$ cat src/rtl/div_hilo.sv
// Iterative radix-2 restoring divider producing {remainder, quotient} for the HI/LO pair.
// Optional macro DIV_FAST_ZERO_EN: a zero dividend with a non-zero divisor finishes in one cycle.
`timescale 1ns/1ps
module div_hilo #(
    parameter int WIDTH = 32
) (
    input  logic               clk,
    input  logic               rst,
    input  logic               signed_div_i,
    input  logic [WIDTH-1:0]   opdata1_i,
    input  logic [WIDTH-1:0]   opdata2_i,
    input  logic               start_i,
    input  logic               annul_i,
    output logic [2*WIDTH-1:0] result_o,
    output logic               ready_o
);

    localparam int CW = $clog2(WIDTH) + 1;

    typedef enum logic [1:0] {IDLE, DIVZERO, ON, END} state_t;

    state_t               state_q, state_n;
    logic [CW-1:0]        cnt_q, cnt_n;
    logic [WIDTH-1:0]     rem_q, rem_n;
    logic [WIDTH-1:0]     quo_q, quo_n;
    logic [WIDTH-1:0]     dsr_q, dsr_n;
    logic                 qneg_q, qneg_n;
    logic                 rneg_q, rneg_n;
    logic [2*WIDTH-1:0]   result_n;
    logic                 ready_n;
    logic [WIDTH:0]       sh, diff;
    logic [WIDTH-1:0]     step_rem, step_quo;

    function automatic logic [WIDTH-1:0] neg(input logic [WIDTH-1:0] v);
        return ~v + {{(WIDTH-1){1'b0}}, 1'b1};
    endfunction

    // Magnitude of an operand; the most negative value wraps to itself, which is the correct unsigned magnitude.
    function automatic logic [WIDTH-1:0] mag(input logic signed [WIDTH-1:0] v, input logic sg);
        return (sg && (v < 0)) ? neg(v) : v;
    endfunction

    function automatic logic [WIDTH-1:0] fixup(input logic [WIDTH-1:0] v, input logic sg);
        return sg ? neg(v) : v;
    endfunction

    always_comb begin
        state_n  = state_q;
        cnt_n    = cnt_q;
        rem_n    = rem_q;
        quo_n    = quo_q;
        dsr_n    = dsr_q;
        qneg_n   = qneg_q;
        rneg_n   = rneg_q;
        result_n = result_o;

        // One restoring step: the top bit of the trial difference is the borrow.
        sh       = {rem_q, quo_q[WIDTH-1]};
        diff     = sh - {1'b0, dsr_q};
        step_rem = diff[WIDTH] ? sh[WIDTH-1:0] : diff[WIDTH-1:0];
        step_quo = {quo_q[WIDTH-2:0], ~diff[WIDTH]};

        case (state_q)
            IDLE: begin
                if (start_i && !annul_i) begin
                    cnt_n  = '0;
                    rem_n  = '0;
                    qneg_n = signed_div_i & (opdata1_i[WIDTH-1] ^ opdata2_i[WIDTH-1]);
                    rneg_n = signed_div_i & opdata1_i[WIDTH-1];
                    dsr_n  = mag(opdata2_i, signed_div_i);
                    quo_n  = mag(opdata1_i, signed_div_i);
                    if (opdata2_i == '0) begin
                        quo_n   = opdata1_i;
                        state_n = DIVZERO;
                    end
`ifdef DIV_FAST_ZERO_EN
                    else if (opdata1_i == '0) begin
                        result_n = '0;
                        state_n  = END;
                    end
`endif
                    else begin
                        state_n = ON;
                    end
                end
            end
            DIVZERO: begin
                if (annul_i) begin
                    state_n = IDLE;
                end else begin
                    result_n = {quo_q, {WIDTH{1'b1}}};
                    state_n  = END;
                end
            end
            ON: begin
                if (annul_i) begin
                    state_n = IDLE;
                end else begin
                    rem_n = step_rem;
                    quo_n = step_quo;
                    cnt_n = cnt_q + 1'b1;
                    if (cnt_q == CW'(WIDTH - 1)) begin
                        result_n = {fixup(step_rem, rneg_q), fixup(step_quo, qneg_q)};
                        state_n  = END;
                    end
                end
            end
            END: begin
                if (!start_i) state_n = IDLE;
            end
            default: state_n = IDLE;
        endcase

        ready_n = (state_n == END);
    end

    always_ff @(posedge clk) begin
        if (!rst) begin
            state_q  <= IDLE;
            cnt_q    <= '0;
            result_o <= '0;
            ready_o  <= 1'b0;
        end else begin
            state_q  <= state_n;
            cnt_q    <= cnt_n;
            result_o <= result_n;
            ready_o  <= ready_n;
        end
    end

    always_ff @(posedge clk) begin
        rem_q  <= rem_n;
        quo_q  <= quo_n;
        dsr_q  <= dsr_n;
        qneg_q <= qneg_n;
        rneg_q <= rneg_n;
    end

endmodule

$ cat config.mk
export PLATFORM = sky130hd
export DESIGN_NAME = div_hilo
export DESIGN_NICKNAME = d
export VERILOG_FILES = /design/src/rtl/div_hilo.sv
export SDC_FILE = /design/constraint.sdc
export NUM_CORES = 1
export LEC_CHECK = 0
export BUFFER_PORTS_ARGS = -buffer_cell sky130_fd_sc_hd__buf_2
export CAP_MARGIN = 30
export CELL_PAD_IN_SITES_DETAIL_PLACEMENT = 1
export CELL_PAD_IN_SITES_GLOBAL_PLACEMENT = 1
export CORE_ASPECT_RATIO = 0.8
export CORE_UTILIZATION = 41
export CTS_CLUSTER_DIAMETER = 50
export DETAILED_ROUTE_END_ITERATION = 7
export PLACE_DENSITY_LB_ADDON = 0.2
export SLEW_MARGIN = 20
export SYNTH_ARGS = -nofsm -noshare
export SYNTH_HDL_FRONTEND = slang
export SYNTH_SLANG_ARGS = --single-unit
$ cat constraint.sdc
create_clock -name clk -period 4.45 [get_ports clk]
set_clock_uncertainty 0.2 [all_clocks]
set_input_delay 0 -clock clk [delete_from_list [all_inputs] [get_ports clk]]
set_output_delay 0 -clock clk [all_outputs]
set_load 0.03 [all_outputs]
==> reports/qor.yml <==
worst_setup_path:
  start_kind: "register"
  cp-startpoint: "rem_q[5]"
  path_buf_inv: 1
  critPathTopFamily: "compound AO/OA/AOI/OAI gates"
  cp_slowest_cell: "o21ai_0"
  cp_cell_sequence: "ha_1 -> a21oi_1 -> buf_4 -> nand2_1 -> o21ai_0 -> nand2_1 -> xnor2_1 -> nand4_1 -> a2bb2oi_2 -> or3_4 -> o41ai_2 -> xnor2_1 -> a221oi_2"
  critPathKind: "reg -> reg"
  reg2reg_to: "result_o[63]"
  required_ns: 4.62
  slowest_delay_ns: 0.53
  reg2reg_slack_ns: 0.15
  end_kind: "register"
  endpoint: "result_o[63]"
  worstRegToRegCells: 13
  reg2reg_from: "rem_q[5]"
  critPathArrivalTime_ns: 4.47
  crit_cells: 13
  crit_path_max_fanout: 8
global_route:
  antenna_found_initial: 1
  grt_pass1_wl_mm: 65.3
  first_global_vias: 12000
  grt_max_degree: 86
  overflow: 0
  grt_util_all_layers: 0.285
synthesis:
  ys_types: 83
  avgSynthCellArea_sq_um: 8.53
  synthesis.nets: 1490
  synth_flop_cell: "edfxtp_1"
  synth_area_leader_cell: "edfxtp_1"
  syn-instance-count: 1383
  yosys_warnings: 0
  synth_common_cells: "146 x nand2_1, 134 x o21ai_0, 118 x nor2_1"
  ys_seq_area_frac: 0.373
  synth_most_common_cell: "nand2_1"
  async_flop_share: 0
  synth_edf_count: 98
  synth_area_sq_um: 11800
  ys_ff_latch: 171
  synth_top_area_frac: 0.249
  ys_top_cells_by_area: "edfxtp_1 25%, dfxtp_1 12%, xor2_1 6.1%"
clock_tree:
  htreeDepth: 4
  clock_latency_ns: 0.45
  root_buffer: "clkbuf_16"
  cts_buffers: 17
  cts_buffer_depth: 2
  cts_tree: "built"
  cts.clk_slew.worst_paths_ns: 0.08
  cts.sinks: 171
sta:
  worst_slack_ns: 0.151
  fin_crit_sh: 0.966
  max_freq_mhz: 233
  drv_slew: 0
  finalSetupViolations: 0
  hold_ws_ns: 0.161
  min_period_ns: 4.30
  finalHoldViolCount: 0
  tightest_slew_ns: 0.879
  maxSlewHeadroom: 0.414
route:
  drc_errors: 0
  wire_per_inst_um: 20.5
  ant_nets: 0
  via_per_inst: 5.78
  drt-initial-drc-count: 874
  num_vias: 11700
  dr.pass1.iters: 5
  drt_wl_total_mm: 41.5
status:
  status: "complete, no violations"
power_and_ir_drop:
  power_frac_clock: 0.338
  p_switching_uw: 1480
  power_frac_comb: 0.263
  vdd_drop_max_uv: 288
  swShare: 0.326
  power_uw: 4550
  power.density_nw_per_um2: 304
  seqPwrFrac: 0.399
  power.leakage_uw: 0.00595
  internal_power_uw: 3070
floorplanning:
  dieWidth_um: 192
  num_rows: 55
  die_height_um: 154
  core_area_sq_um: 28300
  num_io_pins: 134
  die-area_sq_um: 29500
  start_util: 0.417
place:
  dp_slack_ns: -0.0658
  placed_cell_area_sq_um: 13200
  hpwl_mm: 30.0
  place_inst: 1884
  port_buffers: 133
  gp_congestion: 0.904
hold_path:
  hp-class: "in -> reg"
cells_and_area:
  fin_area_sq_um: 15000
  layout.nets: 1743
  instances_no_fill: 2019
  diodes: 0
  syn2layout_area_growth_pct: 27.0
  drive_gt1_frac: 0.192
run:
  drv_cap: 0
-- power groups by stage --
stage	Sequential (uW)	Combinational [uW]	Clock, uW
after floorplan	1820	710	0
after global placement	1850	1030	0
after detailed placement	1860	1050	0
after CTS	1820	1140	1550
after global routing	1820	1300	1610
final	1820	1200	1540
-- cell families (layout without fill, tap and decap cells) --
family          count (synthesis)  in the layout  synth area share
compound gates                425            425             0.228
xor+xnor                      137            137             0.102
fa+ha+maj                      38             38            0.0409
buf+inv                       131            397            0.0443
flops                         171            171             0.373
mux                            32             32            0.0285
simple gates                  449            449             0.184
-- flip-flops by register name, summed over array words and instances, names as in the netlist --
name      cells
quo_q        32
rem_q        32
state_q       2
ready_o       1
dsr_q        32
result_o     64
cnt_q         6
qneg_q        1
rneg_q        1
-- what timing repair did --
action | CTS | global route
resized for setup | 2 | 28
pin swaps | 1 | 8
buffers inserted | 1 | 4
setup endpoints to repair | 2 | 23
endpoints found under the hold margin | 123 | 0
hold buffers | 94 | 0
gates cloned | 0 | 1
-- cell usage in the layout (no fill, tap or decap), types with 15 or more instances in the layout --
cell             n
dfxtp_1         73
a31oi_1         18
mux2i_1         24
a21oi_1        112
inv_1           55
buf_4           74
nand2_1        145
dlygate4sd3_1   94
o31ai_1         23
o41ai_1         15
xnor2_1         55
nand4_1         15
or3_1           15
buf_2          133
nand3_1         22
ha_1            34
nor3_1          30
and2_1          16
clkbuf_16       19
edfxtp_1        98
nor4_1          16
o21ai_0        130
xor2_1          82
nor2_1         117
-- through the flow --
step           utilization  TNS [ns]
6_report             0.530         0
5_1_grt              0.530   -0.0152
4_1_cts              0.522         0
3_5_place_dp         0.468   -0.0658
3_3_place_gp         0.468         0
2_1_floorplan            -         0
-- final cells by class --
| cell class | instances | area (sq um) |
|---|---|---|
| clock buffers | 18 | 450 |
| fillers | 3359 | 13300 |
| well taps | 370 | 463 |
| flip-flops and latches | 171 | 4400 |
| multi-input cells | 1081 | 7050 |
| inverters | 58 | 220 |
| repair buffers | 307 | 2270 |
| clock inverters | 14 | 129 |
-- routing by layer --
metal	GRT usage	vias to the layer above	share of wire
li1	-	5558	-
met4	0.0899	0	0.024
met3	0.0383	57	0.041
met1	0.397	5794	0.47
met5	0	-	0
met2	0.455	260	0.46
-- worst min path at each step --
stage,startpoint,slack [ns],depth (start not counted),to
2_1_floorplan,opdata2_i[0],-0.10,0,dsr_q[0]
3_3_place_gp,opdata2_i[0],0.06,1,dsr_q[0]
3_5_place_dp,opdata2_i[0],0.07,1,dsr_q[0]
4_1_cts,opdata2_i[0],0.13,2,dsr_q[0]
5_1_grt,opdata2_i[0],0.18,2,dsr_q[0]
6_report,opdata2_i[0],0.16,2,dsr_q[0]
(Power assumes the default switching activity.)
